$ cat src/rtl/frame_buf_arbiter_if.sv
// Single-port pixel RAM bus between the frame buffer arbiter (master) and the RAM (slave).
interface frame_buf_arbiter_if #(
    parameter int unsigned ADDR_W = 19,
    parameter int unsigned DATA_W = 24
);
    logic              mem_en;
    logic              mem_we;
    logic [ADDR_W:0]   mem_addr;
    logic [DATA_W-1:0] mem_wdata;
    logic [DATA_W-1:0] mem_rdata;

    modport master (
        output mem_en, mem_we, mem_addr, mem_wdata,
        input  mem_rdata
    );

    modport slave (
        input  mem_en, mem_we, mem_addr, mem_wdata,
        output mem_rdata
    );
endinterface

$ cat src/rtl/frame_buf_arbiter.sv
// Shares one pixel RAM between display scan-out reads (never stalled) and buffered camera
// writes, and ping-pongs two frame banks at display frame start.
module frame_buf_arbiter #(
    parameter int unsigned ADDR_W       = 19,
    parameter int unsigned DATA_W       = 24,
    parameter int unsigned FIFO_DEPTH   = 16,
    parameter int unsigned FRAME_PIXELS = 307200
) (
    input  logic                       clk,
    input  logic                       rstn,
    input  logic                       rd_vsync,
    input  logic                       rd_req,
    output logic [DATA_W-1:0]          rd_data,
    input  logic                       wr_valid,
    input  logic                       wr_sof,
    input  logic [DATA_W-1:0]          wr_data,
    output logic                       wr_ready,
    frame_buf_arbiter_if.master        mem,
    output logic [7:0]                 frame_drop_cnt
);
    localparam int unsigned PTR_W = $clog2(FIFO_DEPTH);
    localparam int unsigned CNT_W = PTR_W + 1;
    localparam int unsigned ENT_W = DATA_W + 1;
    localparam logic [ADDR_W-1:0] LAST_PIX = ADDR_W'(FRAME_PIXELS - 1);

    logic              vsync_prev_q;
    logic              rd_bank_q,     rd_bank_d;
    logic              wr_bank_q,     wr_bank_d;
    logic [ADDR_W-1:0] rd_addr_q,     rd_addr_d;
    logic [ADDR_W-1:0] wr_cnt_q,      wr_cnt_d;
    logic              wr_active_q,   wr_active_d;
    logic              frame_ready_q, frame_ready_d;
    logic [7:0]        frame_drop_cnt_q, frame_drop_cnt_d;
    logic [PTR_W-1:0]  wptr_q, wptr_d;
    logic [PTR_W-1:0]  rptr_q, rptr_d;
    logic [CNT_W-1:0]  count_q, count_d;
    logic [ENT_W-1:0]  fifo_q [FIFO_DEPTH];

    logic              vs_fall;
    logic              push;
    logic              pop;
    logic [ENT_W-1:0]  head;
    logic              mem_en_c;
    logic              mem_we_c;
    logic [ADDR_W:0]   mem_addr_c;
    logic [DATA_W-1:0] mem_wdata_c;

    assign vs_fall  = ~rd_vsync & vsync_prev_q;
    assign wr_ready = (count_q != CNT_W'(FIFO_DEPTH));
    assign push     = wr_valid & wr_ready;
    // Drain only on cycles the reader leaves idle, and never on the swap cycle.
    assign pop      = (count_q != '0) & ~rd_req & ~vs_fall;
    assign head     = fifo_q[rptr_q];

    always_comb begin
        rd_bank_d        = rd_bank_q;
        wr_bank_d        = wr_bank_q;
        rd_addr_d        = rd_addr_q;
        wr_cnt_d         = wr_cnt_q;
        wr_active_d      = wr_active_q;
        frame_ready_d    = frame_ready_q;
        frame_drop_cnt_d = frame_drop_cnt_q;
        mem_en_c         = 1'b0;
        mem_we_c         = 1'b0;
        mem_addr_c       = '0;
        mem_wdata_c      = '0;

        if (!rd_vsync) begin
            rd_addr_d = '0;
        end else if (rd_req) begin
            rd_addr_d = rd_addr_q + ADDR_W'(1);
        end

        if (vs_fall && frame_ready_q) begin
            rd_bank_d     = ~rd_bank_q;
            frame_ready_d = 1'b0;
        end

        if (rd_req) begin
            mem_en_c   = 1'b1;
            mem_addr_c = {rd_bank_q, rd_addr_q};
        end else if (pop) begin
            if (head[DATA_W]) begin
                // A new frame always targets the bank not being displayed; an unshown ready frame is dropped.
                wr_bank_d   = ~rd_bank_q;
                wr_cnt_d    = ADDR_W'(1);
                wr_active_d = 1'b1;
                if (frame_ready_q) begin
                    frame_ready_d    = 1'b0;
                    frame_drop_cnt_d = frame_drop_cnt_q + 8'd1;
                end
                mem_en_c    = 1'b1;
                mem_we_c    = 1'b1;
                mem_addr_c  = {~rd_bank_q, {ADDR_W{1'b0}}};
                mem_wdata_c = head[DATA_W-1:0];
                if (FRAME_PIXELS == 1) begin
                    frame_ready_d = 1'b1;
                    wr_active_d   = 1'b0;
                end
            end else if (wr_active_q) begin
                wr_cnt_d    = wr_cnt_q + ADDR_W'(1);
                mem_en_c    = 1'b1;
                mem_we_c    = 1'b1;
                mem_addr_c  = {wr_bank_q, wr_cnt_q};
                mem_wdata_c = head[DATA_W-1:0];
                if (wr_cnt_q == LAST_PIX) begin
                    frame_ready_d = 1'b1;
                    wr_active_d   = 1'b0;
                end
            end
        end
    end

    always_comb begin
        wptr_d  = push ? wptr_q + PTR_W'(1) : wptr_q;
        rptr_d  = pop  ? rptr_q + PTR_W'(1) : rptr_q;
        count_d = count_q;
        if (push && !pop) begin
            count_d = count_q + CNT_W'(1);
        end else if (!push && pop) begin
            count_d = count_q - CNT_W'(1);
        end
    end

    always_ff @(posedge clk or negedge rstn) begin
        if (!rstn) begin
            vsync_prev_q     <= 1'b1;
            rd_bank_q        <= 1'b0;
            wr_bank_q        <= 1'b1;
            rd_addr_q        <= '0;
            wr_cnt_q         <= '0;
            wr_active_q      <= 1'b0;
            frame_ready_q    <= 1'b0;
            frame_drop_cnt_q <= '0;
            wptr_q           <= '0;
            rptr_q           <= '0;
            count_q          <= '0;
        end else begin
            vsync_prev_q     <= rd_vsync;
            rd_bank_q        <= rd_bank_d;
            wr_bank_q        <= wr_bank_d;
            rd_addr_q        <= rd_addr_d;
            wr_cnt_q         <= wr_cnt_d;
            wr_active_q      <= wr_active_d;
            frame_ready_q    <= frame_ready_d;
            frame_drop_cnt_q <= frame_drop_cnt_d;
            wptr_q           <= wptr_d;
            rptr_q           <= rptr_d;
            count_q          <= count_d;
        end
    end

    // Entry storage needs no reset; occupancy is tracked by the pointers.
    always_ff @(posedge clk) begin
        if (push) begin
            fifo_q[wptr_q] <= {wr_sof, wr_data};
        end
    end

    assign mem.mem_en      = rstn & mem_en_c;
    assign mem.mem_we      = rstn & mem_we_c;
    assign mem.mem_addr    = rstn ? mem_addr_c : '0;
    assign mem.mem_wdata   = mem_wdata_c;
    assign rd_data         = mem.mem_rdata;
    assign frame_drop_cnt  = frame_drop_cnt_q;
endmodule

$ cat src/flat_wrapper.sv
// flat-port wrapper written by rule: the top's interface ports become plain ports
module frame_buf_arbiter_flat 
#(
    parameter int unsigned ADDR_W       = 19,
    parameter int unsigned DATA_W       = 24,
    parameter int unsigned FIFO_DEPTH   = 16,
    parameter int unsigned FRAME_PIXELS = 307200
)
  (clk, rstn, rd_vsync, rd_req, rd_data, wr_valid, wr_sof, wr_data, wr_ready, frame_drop_cnt, mem_mem_en, mem_mem_we, mem_mem_addr, mem_mem_wdata, mem_mem_rdata);
  frame_buf_arbiter_if #(.ADDR_W(ADDR_W), .DATA_W(DATA_W)) mem_i ();
  input  logic clk;
  input  logic rstn;
  input  logic rd_vsync;
  input  logic rd_req;
  output logic [DATA_W-1:0] rd_data;
  input  logic wr_valid;
  input  logic wr_sof;
  input  logic [DATA_W-1:0] wr_data;
  output logic wr_ready;
  output logic [7:0] frame_drop_cnt;
  output wire logic [$bits(mem_i.mem_en)-1:0] mem_mem_en;
  output wire logic [$bits(mem_i.mem_we)-1:0] mem_mem_we;
  output wire logic [$bits(mem_i.mem_addr)-1:0] mem_mem_addr;
  output wire logic [$bits(mem_i.mem_wdata)-1:0] mem_mem_wdata;
  input wire logic [$bits(mem_i.mem_rdata)-1:0] mem_mem_rdata;
  assign mem_mem_en = mem_i.mem_en;
  assign mem_mem_we = mem_i.mem_we;
  assign mem_mem_addr = mem_i.mem_addr;
  assign mem_mem_wdata = mem_i.mem_wdata;
  assign mem_i.mem_rdata = mem_mem_rdata;
  frame_buf_arbiter #(.ADDR_W(ADDR_W), .DATA_W(DATA_W), .FIFO_DEPTH(FIFO_DEPTH), .FRAME_PIXELS(FRAME_PIXELS)) u_core (.clk(clk), .rstn(rstn), .rd_vsync(rd_vsync), .rd_req(rd_req), .rd_data(rd_data), .wr_valid(wr_valid), .wr_sof(wr_sof), .wr_data(wr_data), .wr_ready(wr_ready), .mem(mem_i), .frame_drop_cnt(frame_drop_cnt));
endmodule
$ cat config.mk
export PLATFORM = sky130hd
export DESIGN_NAME = frame_buf_arbiter_flat
export DESIGN_NICKNAME = d
export VERILOG_FILES = /design/src/rtl/frame_buf_arbiter_if.sv /design/src/rtl/frame_buf_arbiter.sv /design/src/flat_wrapper.sv
export SDC_FILE = /design/constraint.sdc
export NUM_CORES = 1
export LEC_CHECK = 0
export CAP_MARGIN = 10
export CORE_ASPECT_RATIO = 0.5
export CORE_MARGIN = 4
export CORE_UTILIZATION = 35
export CTS_BUF_LIST = sky130_fd_sc_hd__clkbuf_16
export DETAILED_ROUTE_END_ITERATION = 8
export DONT_BUFFER_PORTS = 1
export GPL_ROUTABILITY_DRIVEN = 0
export GPL_TIMING_DRIVEN = 0
export PLACE_DENSITY = 0.56
export SETUP_SLACK_MARGIN = 0.5
export SLEW_MARGIN = 5
export SYNTH_ARGS = -nofsm -noshare
export SYNTH_HDL_FRONTEND = slang
export SYNTH_SLANG_ARGS = --single-unit
$ cat constraint.sdc
create_clock -name clk -period 6.05 [get_ports clk]
set_input_delay 0.3025 -clock clk [delete_from_list [all_inputs] [get_ports clk]]
set_output_delay 0.3025 -clock clk [all_outputs]
set_load 0.005 [all_outputs]
==> metrics.txt, run 1 <==
# TYPE chip_impl_metric gauge
chip_impl_metric{name="period_minus_slack",unit="ns"} 3.94
chip_impl_info{name="yosys-top-cells-area",value="sky130_fd_sc_hd__edfxtp_1, sky130_fd_sc_hd__mux4_2, sky130_fd_sc_hd__dfrtp_1, sky130_fd_sc_hd__xnor2_1, sky130_fd_sc_hd__buf_4"} 1
chip_impl_metric{name="reg2reg_slack",unit="ns"} 2.92
chip_impl_metric{name="synthCells",unit=""} 989
chip_impl_metric{name="die_width",unit="µm"} 337
chip_impl_metric{name="global_route.overflow_total",unit=""} 0
chip_impl_metric{name="dp_hpwl",unit="µm"} 28400
chip_impl_info{name="synth_largest_area_cell",value="sky130_fd_sc_hd__edfxtp_1"} 1
chip_impl_metric{name="drc_errors",unit=""} 0
chip_impl_metric{name="synthesis.area",unit="µm²"} 18900
chip_impl_info{name="kind_of_capture_point_of_the_worst_setup_path",value="output port"} 1
chip_impl_metric{name="design.core.area",unit="µm²"} 52800
chip_impl_metric{name="part_of_the_total_power_dissipated_in_sequential_elements",unit="%"} 41.8
chip_impl_metric{name="clk_pin_slew",unit="ns"} 0.06
chip_impl_metric{name="fin_setup_tns",unit="ns"} 0
chip_impl_metric{name="final-setup-viol-count",unit=""} 0
chip_impl_metric{name="fin_skew",unit="ns"} 0.0194
chip_impl_metric{name="grt_pass1_vias",unit=""} 9784
chip_impl_metric{name="detail_route.first_pass.iterations",unit=""} 5
chip_impl_info{name="clock_tree.root_cell",value="sky130_fd_sc_hd__clkbuf_16"} 1
chip_impl_metric{name="final-hold-violation-count",unit=""} 0
chip_impl_metric{name="max-slew-margin-rel",unit="%"} 27.0
chip_impl_metric{name="first_pass_grt_wire_length",unit="µm"} 64000
chip_impl_metric{name="die_area",unit="µm²"} 58200
chip_impl_metric{name="drtIter0Drc",unit=""} 960
chip_impl_metric{name="slew_violations",unit=""} 0
chip_impl_metric{name="synthDominantCellAreaShare",unit="%"} 63.4
chip_impl_metric{name="cts_num_sinks",unit=""} 464
chip_impl_info{name="netlist_top_cells_count",value="sky130_fd_sc_hd__edfxtp_1, sky130_fd_sc_hd__mux4_2, sky130_fd_sc_hd__dfrtp_1"} 1
chip_impl_info{name="crit_path_cell_trace",value="clkbuf_1, clkbuf_1, mux4_2, mux4_2, nor2b_1"} 1
chip_impl_metric{name="ys.warnings.count",unit=""} 0
chip_impl_metric{name="tightest_slew",unit="ns"} 1.09
chip_impl_metric{name="grt_antenna_before_repair",unit=""} 1
chip_impl_metric{name="clock_power_share",unit="%"} 28.2
chip_impl_info{name="worstHoldPathType",value="input pin to flop"} 1
chip_impl_info{name="yosys.cell_count.top_type",value="sky130_fd_sc_hd__edfxtp_1"} 1
chip_impl_metric{name="power.combinational.fraction",unit="%"} 30.0
chip_impl_metric{name="final_layout_size_suffix_gt1_share",unit="%"} 24.6
chip_impl_metric{name="synth_area_per_cell",unit="µm²"} 19.2
chip_impl_metric{name="nNetsFinal",unit=""} 1153
chip_impl_metric{name="crit_path_max_fanout",unit=""} 10
chip_impl_metric{name="ys_types",unit=""} 49
chip_impl_metric{name="synthesis_to_finish_area_growth",unit="%"} 16.5
chip_impl_metric{name="worstSkewPairLatency",unit="ns"} 0.57
chip_impl_metric{name="synthArstFlopShare",unit="%"} 13.8
chip_impl_metric{name="multi_input_comb_area",unit="µm²"} 4930
chip_impl_metric{name="wl",unit="µm"} 43200
chip_impl_metric{name="timing.final.crit_share",unit="%"} 65.2
chip_impl_metric{name="synth_seq_area_share",unit="%"} 71.9
chip_impl_metric{name="cts.path.max_buffers",unit=""} 3
chip_impl_metric{name="detail_route.wl_per_cell",unit="µm"} 23.8
chip_impl_metric{name="postSynthRegisterBits",unit=""} 464
chip_impl_metric{name="fillCellCount",unit=""} 4551
chip_impl_metric{name="achievable-frequency",unit="MHz"} 254
chip_impl_info{name="min-delay-start",value="rd_req"} 1
chip_impl_metric{name="drt.antenna.violating_nets",unit=""} 0
chip_impl_metric{name="htree_num_levels",unit=""} 2
chip_impl_info{name="critical_path.reg2reg.startpoint",value="u_core.count_q[0]$_DFFE_PN0P_"} 1
chip_impl_metric{name="power.density",unit="nW/µm²"} 426
chip_impl_metric{name="num_vias",unit=""} 9558
chip_impl_metric{name="io_pins",unit=""} 133
chip_impl_metric{name="critPathRequiredTime",unit="ns"} 5.75
chip_impl_info{name="setup.worst_path.class",value="flop to output port"} 1
chip_impl_metric{name="largest_vdd_supply_drop",unit="mV"} 0.237
chip_impl_metric{name="layout_setup_ws",unit="ns"} 2.11
chip_impl_info{name="tritoncts_clock_tree",value="built"} 1
chip_impl_metric{name="placement.setup.worst_slack",unit="ns"} 2.69
chip_impl_metric{name="sequential_area",unit="µm²"} 13600
chip_impl_info{name="status",value="finished, final reports clean"} 1
chip_impl_info{name="synthFlopType",value="sky130_fd_sc_hd__edfxtp_1"} 1
chip_impl_info{name="slowest_stage",value="sky130_fd_sc_hd__clkbuf_1"} 1
chip_impl_metric{name="drv_cap",unit=""} 0
chip_impl_metric{name="max_stage_delay",unit="ns"} 0.83
chip_impl_metric{name="cell_internal_pwr",unit="µW"} 6600
chip_impl_metric{name="placement_rows",unit=""} 59
chip_impl_metric{name="numCtsBuffers",unit=""} 43
chip_impl_metric{name="power.switching",unit="µW"} 2800
chip_impl_metric{name="num_antenna_cells",unit=""} 0
chip_impl_metric{name="hold-worst-slack",unit="ns"} 0.194
chip_impl_info{name="worstSetupStartpointType",value="flop"} 1
chip_impl_metric{name="critical_path_arrival",unit="ns"} 3.64
chip_impl_metric{name="io_buffers",unit=""} 0
chip_impl_metric{name="routed_via_density",unit=""} 5.25
chip_impl_metric{name="synth_nets",unit=""} 1056
chip_impl_metric{name="synth_enable_flop_cells",unit=""} 400
chip_impl_info{name="unrepaired_setup_endpoints_after_global_routing",value="no"} 1
chip_impl_metric{name="global_route.usage.total",unit="%"} 14.8
chip_impl_info{name="cp_launch_point",value="u_core.rptr_q[1]$_DFFE_PN0N_"} 1
chip_impl_metric{name="power_switching_share",unit="%"} 29.8
chip_impl_metric{name="grt_start_max_net_pins",unit=""} 65
chip_impl_metric{name="power_leakage",unit="µW"} 0.00740
chip_impl_metric{name="floorplan.initialDensity",unit="%"} 35.9
chip_impl_metric{name="die_h",unit="µm"} 173
[stage by stage]
step           instances  util, %  instance area, µm²  power [µW]
2_1_floorplan        989        -               18900        5900
3_3_place_gp        1690     37.6               19800        6640
3_5_place_dp        1714     38.6               20400        6830
4_1_cts             1819     41.8               22100        9550
5_1_grt             1819     41.8               22100        9860
6_report            1819     41.8               22100        9400
[critical path: cells and delay by family (launching register included)]
kind	cells	cell delay, ns
buffers and inverters	2	1.55
multiplexers	2	0.94
AND/OR/NAND/NOR	1	0.17
flip-flops	1	0.42
[power groups by stage]
stage               Combinational, µW  Sequential [µW]  Clock [µW]
finish                           2820             3930        2650
global route                     3050             3960        2860
CTS                              2900             3930        2720
detailed placement               2830             4000           0
global placement                 2640             4010           0
floorplan                        1930             3970           0
[cell usage in the layout, fill, tap and decap left out, drive strengths merged, types with 2 or more instances in the layout]
master	n
nor2b	30
or3	5
dfrtp	62
a221o	2
dfstp	2
a22oi	2
nand4	18
inv	25
a21o	4
nor3	11
and4	4
o21ai	11
mux2	2
nand2b	3
xor2	15
mux4	120
dlygate4sd3	27
nor4	2
a22o	21
nand3	17
clkbuf	67
a21oi	11
nor2	37
mux2i	10
clkinv	17
and3	8
xnor2	29
ha	12
bufinv	4
or4	2
clkinvlp	3
nand2	31
buf	73
and2	22
edfxtp	400
[repair_timing]
action	CTS	global route
hold buffers	28	0
endpoints found under the hold margin	466	0
resized for setup	0	0
setup buffers	0	0
[cells by family after synthesis]
logic type | Yosys count | synth area share, %
xor+xnor | 44 | 2.03
flops | 464 | 71.9
fa+ha+maj | 13 | 0.898
simple gates | 192 | 5.42
mux | 132 | 14.9
buf+inv | 87 | 2.69
compound gates | 57 | 2.19
[final cells by class]
type | instances | area share, %
Inverter | 15 | 0.255
Timing Repair Buffer | 52 | 3.44
Sequential cell | 464 | 61.7
Clock buffer | 43 | 4.88
Multi-Input combinational cell | 438 | 22.4
Buffer | 72 | 2.06
Clock inverter | 34 | 1.34
Tap cell | 701 | 3.97
[worst paths after layout]
check	end	cells past startpoint
max	mem_mem_wdata[21]	5
min	u_core.rd_addr_q[1]$_DFFE_PN0P_	3
max reg2reg	u_core.count_q[4]$_DFFE_PN0P_	12
min reg2reg	u_core.wr_bank_q$_DFFE_PN1P_	1
max in group asynchronous	u_core.wr_bank_q$_DFFE_PN1P_	2
min in group asynchronous	u_core.wr_cnt_q[16]$_DFFE_PN0P_	2
[state kept, by name (all words and copies together) (netlist names)]
name and cells:
u_core.fifo_q 400, u_core.vsync_prev_q 1, u_core.rd_bank_q 1, u_core.rptr_q 4, u_core.frame_drop_cnt 8, u_core.wr_active_q 1
u_core.count_q 5, u_core.wr_bank_q 1, u_core.frame_ready_q 1, u_core.wr_cnt_q 19, u_core.wptr_q 4, u_core.rd_addr_q 19
[metal layers]
layer	vias up	GRT usage, %	wire, µm
met5	-	0	13
met4	2	3.08	733
met3	50	3.30	2740
met2	306	23.8	20800
met1	5086	20.7	18900
li1	4114	-	-
Power figures use the tool's default switching activity.
==> run 2, diff against run 1 <==
--- a/config.mk
+++ b/config.mk
@@ -5,6 +5,7 @@
 export SDC_FILE = /design/constraint.sdc
 export NUM_CORES = 1
 export LEC_CHECK = 0
+export ABC_AREA = 1
 export CAP_MARGIN = 10
 export CORE_ASPECT_RATIO = 0.5
 export CORE_MARGIN = 4
@@ -14,7 +15,7 @@
 export DONT_BUFFER_PORTS = 1
 export GPL_ROUTABILITY_DRIVEN = 0
 export GPL_TIMING_DRIVEN = 0
-export PLACE_DENSITY = 0.56
+export PLACE_DENSITY = 0.58
 export SETUP_SLACK_MARGIN = 0.5
 export SLEW_MARGIN = 5
 export SYNTH_ARGS = -nofsm -noshare
==> constraint.sdc (replaced) <==
create_clock -name clk -period 3.6 [get_ports clk]
set_input_delay 0.18 -clock clk [delete_from_list [all_inputs] [get_ports clk]]
set_output_delay 0.18 -clock clk [all_outputs]
set_load 0.005 [all_outputs]
==> run 2 against run 1 <==
Compared with the run above:
- worst hold slack worse by 0.12 ns
- via count is 45% higher
- worst setup slack worse by 1.5 ns
- combinational power is 130% higher
- synthesized area is 4.4% higher
- clock power is 72% higher
- cell count is 44% higher
- global-route usage is 4.1 points higher
- highest routed layer is now met4
- critical path depth is 4 higher
- utilization is 0.61 points lower
==> metrics.txt, run 2 <==
# TYPE chip_impl_metric gauge
chip_impl_info{name="min-delay-start",value="rd_req"} 1
chip_impl_info{name="worstHoldPathType",value="input pin to flop"} 1
chip_impl_metric{name="synthCells",unit=""} 1739
chip_impl_metric{name="io_buffers",unit=""} 0
chip_impl_metric{name="critPathRequiredTime",unit="ns"} 3.42
chip_impl_metric{name="period_minus_slack",unit="ns"} 3.03
chip_impl_metric{name="final_area",unit="µm²"} 23000
chip_impl_metric{name="clk_pin_slew",unit="ns"} 0.07
chip_impl_metric{name="numCtsBuffers",unit=""} 44
chip_impl_info{name="critical_path.top_delay_family",value="buffers and inverters"} 1
chip_impl_metric{name="die_width",unit="µm"} 344
chip_impl_metric{name="cell_depth_of_the_worst_flop_to_flop_path",unit=""} 13
chip_impl_info{name="unrepaired_setup_endpoints_after_global_routing",value="yes"} 1
chip_impl_info{name="critical_path.reg2reg.startpoint",value="u_core.count_q[0]$_DFFE_PN0P_"} 1
chip_impl_metric{name="synthesis_to_finish_area_growth",unit="%"} 16.0
chip_impl_metric{name="synthArstFlopShare",unit="%"} 13.8
chip_impl_info{name="yosys-top-cells-area",value="sky130_fd_sc_hd__edfxtp_1, sky130_fd_sc_hd__dfrtp_1, sky130_fd_sc_hd__o21ai_0, sky130_fd_sc_hd__nor2_1, sky130_fd_sc_hd__nand2_1"} 1
chip_impl_metric{name="die_h",unit="µm"} 176
chip_impl_metric{name="nNetsFinal",unit=""} 1898
chip_impl_info{name="min_to",value="u_core.rd_addr_q[0]$_DFFE_PN0P_"} 1
chip_impl_metric{name="synth_seq_area_share",unit="%"} 68.8
chip_impl_info{name="worstSetupStartpointType",value="flop"} 1
chip_impl_metric{name="detail_route.wl_per_cell",unit="µm"} 22.1
chip_impl_info{name="status",value="finished, final reports clean"} 1
chip_impl_metric{name="crit_path_max_fanout",unit=""} 10
chip_impl_metric{name="drv_cap",unit=""} 0
chip_impl_metric{name="final-hold-violation-count",unit=""} 0
chip_impl_metric{name="die_area",unit="µm²"} 60600
chip_impl_metric{name="final_layout_size_suffix_gt1_share",unit="%"} 11.3
chip_impl_metric{name="synth_area_per_cell",unit="µm²"} 11.4
chip_impl_metric{name="grt_antenna_before_repair",unit=""} 0
chip_impl_metric{name="power_switching_share",unit="%"} 39.5
chip_impl_metric{name="grt_start_max_net_pins",unit=""} 65
chip_impl_info{name="clock_tree.root_cell",value="sky130_fd_sc_hd__clkbuf_16"} 1
chip_impl_metric{name="ys_types",unit=""} 39
chip_impl_metric{name="dp_hpwl",unit="µm"} 38200
chip_impl_info{name="netlist_top_cells_count",value="sky130_fd_sc_hd__edfxtp_1, sky130_fd_sc_hd__nor2_1, sky130_fd_sc_hd__o21ai_0"} 1
chip_impl_metric{name="detail_route.first_pass.iterations",unit=""} 5
chip_impl_metric{name="cts_num_sinks",unit=""} 464
chip_impl_info{name="yosys.cell_count.top_type",value="sky130_fd_sc_hd__edfxtp_1"} 1
chip_impl_info{name="layout.cells.most_common_list",value="sky130_fd_sc_hd__edfxtp_1, sky130_fd_sc_hd__nor2_1, sky130_fd_sc_hd__o21ai_0, sky130_fd_sc_hd__nand2_1, sky130_fd_sc_hd__inv_1"} 1
chip_impl_metric{name="htree_num_levels",unit=""} 2
chip_impl_metric{name="synth_nets",unit=""} 1806
chip_impl_metric{name="fin_setup_tns",unit="ns"} 0
chip_impl_info{name="tritoncts_clock_tree",value="built"} 1
chip_impl_info{name="top_flop_regs",value="u_core.fifo_q (400), u_core.rd_addr_q (19), u_core.wr_cnt_q (19)"} 1
chip_impl_metric{name="max-slew-margin-rel",unit="%"} 36.3
chip_impl_metric{name="fin_skew",unit="ns"} 0.0222
chip_impl_metric{name="floorplan.initialDensity",unit="%"} 35.5
chip_impl_info{name="kind_of_capture_point_of_the_worst_setup_path",value="output port"} 1
chip_impl_info{name="synth_largest_area_cell",value="sky130_fd_sc_hd__edfxtp_1"} 1
chip_impl_info{name="slowest_stage",value="sky130_fd_sc_hd__clkbuf_1"} 1
chip_impl_info{name="synthFlopType",value="sky130_fd_sc_hd__edfxtp_1"} 1
chip_impl_metric{name="drt.antenna.violating_nets",unit=""} 0
chip_impl_metric{name="power.switching",unit="µW"} 6930
chip_impl_metric{name="largest_register_ffs",unit=""} 400
chip_impl_info{name="worstReg2RegEnd",value="u_core.count_q[4]$_DFFE_PN0P_"} 1
chip_impl_metric{name="fillCellCount",unit=""} 5303
chip_impl_metric{name="part_of_the_total_power_dissipated_in_sequential_elements",unit="%"} 37.7
chip_impl_metric{name="power.combinational.fraction",unit="%"} 36.4
chip_impl_metric{name="power.density",unit="nW/µm²"} 765
chip_impl_metric{name="first_pass_grt_wire_length",unit="µm"} 85500
chip_impl_metric{name="num_vias",unit=""} 13900
chip_impl_metric{name="postSynthRegisterBits",unit=""} 464
chip_impl_metric{name="holdPathStages",unit=""} 2
chip_impl_info{name="final_common_cell",value="sky130_fd_sc_hd__edfxtp_1"} 1
chip_impl_metric{name="max_stage_delay",unit="ns"} 0.56
chip_impl_metric{name="routed_via_density",unit=""} 5.30
chip_impl_metric{name="cts.path.max_buffers",unit=""} 3
chip_impl_metric{name="synth_enable_flop_cells",unit=""} 400
chip_impl_metric{name="clock_power_share",unit="%"} 25.9
chip_impl_metric{name="design.core.area",unit="µm²"} 55700
chip_impl_metric{name="critical_path_arrival",unit="ns"} 2.85
chip_impl_metric{name="cell_internal_pwr",unit="µW"} 10600
chip_impl_metric{name="synthDominantCellAreaShare",unit="%"} 60.7
chip_impl_metric{name="largest_vdd_supply_drop",unit="mV"} 0.439
chip_impl_info{name="largest-register",value="u_core.fifo_q"} 1
chip_impl_metric{name="placement_rows",unit=""} 61
chip_impl_metric{name="reg2reg_slack",unit="ns"} 0.93
chip_impl_metric{name="drtIter0Drc",unit=""} 1696
chip_impl_metric{name="critPathBufInv",unit=""} 3
chip_impl_metric{name="slew_violations",unit=""} 0
chip_impl_metric{name="io_pins",unit=""} 133
chip_impl_metric{name="tightest_slew",unit="ns"} 0.956
chip_impl_metric{name="worstSkewPairLatency",unit="ns"} 0.57
chip_impl_info{name="crit_path_cell_trace",value="inv_1, buf_2, clkbuf_1, o21ai_0, o22ai_1, o21ai_1, nand2_1, nand2_1, nor2_2"} 1
chip_impl_metric{name="synthesis.area",unit="µm²"} 19800
chip_impl_metric{name="power_leakage",unit="µW"} 0.00803
chip_impl_metric{name="ys.warnings.count",unit=""} 0
chip_impl_metric{name="achievable-frequency",unit="MHz"} 330
chip_impl_metric{name="wl",unit="µm"} 58100
chip_impl_metric{name="placement_stage_cell_area",unit="µm²"} 21200
chip_impl_info{name="setup.worst_path.class",value="flop to output port"} 1
chip_impl_metric{name="drc_errors",unit=""} 0
chip_impl_metric{name="final-setup-viol-count",unit=""} 0
chip_impl_metric{name="timing.final.crit_share",unit="%"} 84.1
chip_impl_metric{name="global_route.overflow_total",unit=""} 0
chip_impl_metric{name="grt_pass1_vias",unit=""} 13200
chip_impl_info{name="cpMostUsedCell",value="sky130_fd_sc_hd__nand2_1"} 1
chip_impl_metric{name="global_route.usage.total",unit="%"} 18.9
## run 2: cell types whose count changed after synthesis, sizes merged, moves of 21 or more
| cell | delta |
|---|---|
| a22o | -21 |
| and2 | -22 |
| clkbuf | +29 |
| inv | +61 |
| mux4 | -120 |
| nand2 | +183 |
| nand3 | +39 |
| nor2 | +295 |
| nor2b | -30 |
| o211ai | +46 |
| o21ai | +262 |
| o22ai | +51 |
| xnor2 | -21 |
## run 2: worst reg2reg max path: cells and delay by family (launching register included)
kind / cells / cell delay (ns)
AOI/OAI and AO/OA: 2 / 0.35
xor gates and xnor gates: 1 / 0.13
adders and majority gates: 2 / 0.59
buffers and inverters: 2 / 0.38
DFF: 1 / 0.43
and+or+nand+nor: 6 / 0.67
## run 2: how the worst max path moves through the flow
| stage | start | endpoint | slack (ns) | depth (start not counted) |
|---|---|---|---|---|
| after floorplan | u_core.count_q[0]$_DFFE_PN0P_ | u_core.fifo_q[11][0]$_DFFE_PP_ | 1.20 | 6 |
| after global placement | u_core.count_q[0]$_DFFE_PN0P_ | u_core.fifo_q[12][9]$_DFFE_PP_ | -0.72 | 6 |
| after detailed placement | u_core.rptr_q[2]$_DFFE_PN0N_ | mem_mem_wdata[12] | 0.77 | 8 |
| after CTS | u_core.rptr_q[0]$_DFFE_PN0N_ | mem_mem_wdata[0] | 0.50 | 10 |
| after global routing | u_core.rptr_q[1]$_DFFE_PN0N_ | mem_mem_wdata[12] | 0.50 | 9 |
| final | u_core.rptr_q[1]$_DFFE_PN0N_ | mem_mem_wdata[12] | 0.57 | 9 |
## run 2: cell families (layout without fill, tap and decap cells)
group,count (synthesis),after routing,synth area share [%]
flip-flops,464,464,68.8
AND/OR/NAND/NOR,642,642,13.4
AO/OA/AOI/OAI,395,395,11.0
buffers and inverters,195,321,4.56
other,0,2,0
adder cells (fa/ha/maj),13,13,0.860
XOR/XNOR,30,30,1.33
## run 2: per-layer routing
| metal | share of wire (%) | vias to the layer above | GRT usage (%) | wire, µm |
|---|---|---|---|---|
| met5 | 0 | - | 0 | 0 |
| met4 | 2.5 | 0 | 5.15 | 1450 |
| met3 | 9.0 | 96 | 3.05 | 5250 |
| met2 | 46 | 675 | 29.8 | 26500 |
| met1 | 43 | 6820 | 27.2 | 24900 |
| li1 | - | 6314 | - | - |
## run 2: area by class of cell
class | instances | area (µm²) | area share (%)
antenna | 2 | 5.00 | 0.0218
multi-input combinational | 1080 | 5390 | 23.5
clock inverter | 36 | 279 | 1.22
inverter | 78 | 297 | 1.29
tap | 756 | 946 | 4.12
sequential | 464 | 13600 | 59.3
timing repair buffer | 46 | 691 | 3.01
clock buffer | 44 | 1100 | 4.80
buffer | 117 | 636 | 2.77
## run 2: power by group through the flow
stage | Sequential [µW] | Clock, µW | Combinational, µW
finish | 6620 | 4560 | 6390
floorplan | 6690 | 0 | 3740
global route | 6670 | 4870 | 6930
detailed placement | 6730 | 0 | 6190
global placement | 6770 | 0 | 5910
CTS | 6620 | 4620 | 6330
## run 2: timing repair
item	in CTS	in global routing
setup buffers	0	0
hold buffers	30	0
gates resized for setup	8	24
endpoints found under the setup margin	23	24
endpoints found under the hold margin	478	0
## run 2: stage by stage
| step | cells | worst slack, ns | total power (µW) | hold slack (ns) | util, % |
|---|---|---|---|---|---|
| floorplan | 1739 | 1.20 | 10400 | -0.116 | - |
| global placement | 2495 | -0.718 | 12700 | -0.111 | 37.2 |
| detailed placement | 2511 | 0.766 | 12900 | -0.112 | 38.1 |
| CTS | 2621 | 0.505 | 17600 | 0.0439 | 41.2 |
| global route | 2621 | 0.496 | 18500 | 0.0660 | 41.2 |
| finish | 2623 | 0.573 | 17600 | 0.0709 | 41.2 |
==> run 3, diff against run 2 <==
--- a/config.mk
+++ b/config.mk
@@ -15,7 +15,7 @@
 export DONT_BUFFER_PORTS = 1
 export GPL_ROUTABILITY_DRIVEN = 0
 export GPL_TIMING_DRIVEN = 0
-export PLACE_DENSITY = 0.58
+export PLACE_DENSITY = 0.56
 export SETUP_SLACK_MARGIN = 0.5
 export SLEW_MARGIN = 5
 export SYNTH_ARGS = -nofsm -noshare
==> constraint.sdc (replaced) <==
create_clock -name clk -period 2.9 [get_ports clk]
set_input_delay 0.145 -clock clk [delete_from_list [all_inputs] [get_ports clk]]
set_output_delay 0.145 -clock clk [all_outputs]
set_load 0.005 [all_outputs]
==> run 3 against run 2 <==
Compared with the run above:
- global-route usage increased by 0.27 points
- first-iteration DRC count is 20% lower
- worst setup slack got worse by 0.23 ns
- routed wire length is 3.5% higher
- largest power group is now combinational cells
- critical endpoint is now mem_mem_wdata[4]
- highest routed layer is now met5
- cell area increased by 5.7%
- sequential power increased by 24%
==> metrics.txt, run 3 (synthesis results as in run 2) <==
# TYPE chip_impl_metric gauge
chip_impl_info{name="status",value="finished, final reports clean"} 1
chip_impl_metric{name="drtIter0Drc",unit=""} 1350
chip_impl_metric{name="worstSkewPairLatency",unit="ns"} 0.59
chip_impl_metric{name="crit_path_max_fanout",unit=""} 10
chip_impl_info{name="kind_of_capture_point_of_the_worst_setup_path",value="output port"} 1
chip_impl_metric{name="die_width",unit="µm"} 344
chip_impl_metric{name="final-setup-viol-count",unit=""} 0
chip_impl_metric{name="grt_pass1_vias",unit=""} 13200
chip_impl_metric{name="fin_skew",unit="ns"} 0.0331
chip_impl_metric{name="cts.path.max_buffers",unit=""} 3
chip_impl_metric{name="global_route.usage.total",unit="%"} 19.2
chip_impl_metric{name="drv_cap",unit=""} 0
chip_impl_metric{name="power.density",unit="nW/µm²"} 1000
chip_impl_metric{name="synthesis_to_finish_area_growth",unit="%"} 22.7
chip_impl_metric{name="timing.final.crit_share",unit="%"} 88.2
chip_impl_metric{name="die_h",unit="µm"} 176
chip_impl_metric{name="clk_pin_slew",unit="ns"} 0.07
chip_impl_info{name="tritoncts_clock_tree",value="built"} 1
chip_impl_metric{name="grt_antenna_before_repair",unit=""} 1
chip_impl_info{name="top_flop_regs",value="u_core.fifo_q (400), u_core.rd_addr_q (19), u_core.wr_cnt_q (19)"} 1
chip_impl_metric{name="critPathRequiredTime",unit="ns"} 2.76
chip_impl_metric{name="fin_setup_tns",unit="ns"} 0
chip_impl_info{name="unrepaired_setup_endpoints_after_global_routing",value="yes"} 1
chip_impl_metric{name="detail_route.wl_per_cell",unit="µm"} 22.6
chip_impl_metric{name="dp_hpwl",unit="µm"} 38700
chip_impl_metric{name="num_vias",unit=""} 14100
chip_impl_metric{name="max-slew-margin-rel",unit="%"} 42.1
chip_impl_info{name="layout.cells.most_common_list",value="sky130_fd_sc_hd__edfxtp_1, sky130_fd_sc_hd__nor2_1, sky130_fd_sc_hd__o21ai_0, sky130_fd_sc_hd__nand2_1, sky130_fd_sc_hd__inv_1"} 1
chip_impl_metric{name="design.core.area",unit="µm²"} 55700
chip_impl_metric{name="first_pass_grt_wire_length",unit="µm"} 86300
chip_impl_info{name="worstHoldPathType",value="input pin to flop"} 1
chip_impl_metric{name="drc_errors",unit=""} 0
chip_impl_info{name="clock_tree.root_cell",value="sky130_fd_sc_hd__clkbuf_16"} 1
chip_impl_metric{name="io_buffers",unit=""} 0
chip_impl_info{name="setup.worst_path.class",value="flop to output port"} 1
chip_impl_metric{name="critical_path_arrival",unit="ns"} 2.41
chip_impl_metric{name="floorplan.initialDensity",unit="%"} 35.5
chip_impl_metric{name="wl",unit="µm"} 60100
chip_impl_metric{name="detail_route.first_pass.iterations",unit=""} 5
chip_impl_metric{name="placement_rows",unit=""} 61
chip_impl_metric{name="cts_num_sinks",unit=""} 464
chip_impl_metric{name="largest_vdd_supply_drop",unit="mV"} 0.559
chip_impl_metric{name="global_route.overflow_total",unit=""} 0
chip_impl_info{name="largest-register",value="u_core.fifo_q"} 1
chip_impl_metric{name="numCtsBuffers",unit=""} 46
chip_impl_metric{name="drt.antenna.violating_nets",unit=""} 0
chip_impl_info{name="worstSetupStartpointType",value="flop"} 1
chip_impl_metric{name="nNetsFinal",unit=""} 1932
chip_impl_metric{name="die_area",unit="µm²"} 60600
chip_impl_metric{name="routed_via_density",unit=""} 5.32
chip_impl_metric{name="tightest_slew",unit="ns"} 0.869
chip_impl_metric{name="finish.utilization",unit="%"} 43.6
chip_impl_metric{name="slew_violations",unit=""} 0
chip_impl_metric{name="final_layout_size_suffix_gt1_share",unit="%"} 18.2
chip_impl_metric{name="power_leakage",unit="µW"} 0.00858
chip_impl_metric{name="htree_num_levels",unit=""} 2
chip_impl_metric{name="period_minus_slack",unit="ns"} 2.56
chip_impl_info{name="final_common_cell",value="sky130_fd_sc_hd__edfxtp_1"} 1
chip_impl_metric{name="largest_register_ffs",unit=""} 400
chip_impl_metric{name="io_pins",unit=""} 133
chip_impl_metric{name="num_antenna_cells",unit=""} 0
chip_impl_metric{name="final-hold-violation-count",unit=""} 0
chip_impl_metric{name="grt_start_max_net_pins",unit=""} 65
chip_impl_metric{name="achievable-frequency",unit="MHz"} 391
==> run 3: cell types whose count changed in the layout (fill, tap and decap cells not counted), moves of 13 or more <==
cell                       previous run  this run
sky130_fd_sc_hd__o21ai_1             34        59
sky130_fd_sc_hd__clkbuf_1            36        10
sky130_fd_sc_hd__buf_2               29         5
sky130_fd_sc_hd__buf_6                4        19
sky130_fd_sc_hd__nor2_1             294       275
sky130_fd_sc_hd__o21ai_0            239       201
sky130_fd_sc_hd__buf_4               27        52
sky130_fd_sc_hd__o21ai_2              0        13
sky130_fd_sc_hd__nand2_1            210       191
sky130_fd_sc_hd__nand2_2              1        19
==> run 3: through the flow <==
stage,setup slack [ns],total power (µW),instances,hold slack (ns),cell area [µm²]
global placement,-1.45,15800,2495,-0.146,20700
finish,0.341,24300,2659,0.0191,24300
floorplan,0.501,13000,1739,-0.151,19800
CTS,0.363,23700,2640,0.00229,23800
global route,0.256,25400,2659,0.0300,24300
detailed placement,-0.0801,16100,2511,-0.146,21200
==> run 3: critical path, stage by stage (launching register included) <==
cell and delay [ns]:
sky130_fd_sc_hd__dfrtp_2 0.47, sky130_fd_sc_hd__clkinv_4 0.12, sky130_fd_sc_hd__buf_12 0.17, sky130_fd_sc_hd__nand2_1 0.06, sky130_fd_sc_hd__nand3_1 0.07, sky130_fd_sc_hd__nand3_1 0.10
sky130_fd_sc_hd__nand3_2 0.11, sky130_fd_sc_hd__nand2_4 0.13, sky130_fd_sc_hd__nand2_4 0.12, sky130_fd_sc_hd__nand2_8 0.14, sky130_fd_sc_hd__inv_12 0.06, sky130_fd_sc_hd__buf_8 0.16
sky130_fd_sc_hd__nor2_2 0.12
==> run 3: report_power, final <==
part           internal [µW]  total, µW  switching, µW  leakage (µW)
Combinational           3320       9580           6270       0.00331
Clock                   3780       6470           2680      0.000814
Sequential              7980       8240            262       0.00445
Total                  15100      24300           9210       0.00858
==> run 3: worst paths after layout <==
check                                         startpoint                                to  slack, ns  depth (start not counted)
hold reg to reg            u_core.count_q[4]$_DFFE_PN0P_     u_core.count_q[4]$_DFFE_PN0P_       0.49                          1
max in group asynchronous                           rstn      u_core.wr_bank_q$_DFFE_PN1P_       2.42                          2
min in group asynchronous                           rstn   u_core.wr_cnt_q[15]$_DFFE_PN0P_       0.12                          2
hold / removal                                  rd_vsync  u_core.rd_addr_q[14]$_DFFE_PN0P_       0.02                          3
setup reg to reg           u_core.count_q[0]$_DFFE_PN0P_     u_core.count_q[4]$_DFFE_PN0P_       0.60                         13
setup / recovery            u_core.rptr_q[0]$_DFFE_PN0N_                  mem_mem_wdata[4]       0.34                         12
==> run 3: layout make-up <==
cell class                 instances  area, µm²
fill                            5114      31400
sequential                       464      13600
multi-input combinational       1081       5650
clock buffer                      47       1180
timing repair buffer              77       1080
buffer                           117       1020
tap                              756        946
clock inverter                    39        464
inverter                          78        314
==> run 3: what timing repair did <==
action	4_1_cts	5_1_grt
endpoints found under the setup margin	59	64
hold buffers	30	0
pin swaps	15	20
cloned	3	6
setup buffers	10	13
gates resized for setup	198	85
hold endpoints to repair	479	0
==> run 3: routing by layer <==
metal  vias up  part of all wire (%)  routed length (µm)  track usage [%]
li1       6399                     -                   -                -
met1      6988                    43               26000             27.3
met2       658                    45               26900             30.0
met3        90                   9.7                5850             4.05
met4         2                   2.3                1370             4.94
met5         -                 0.022                  13                0
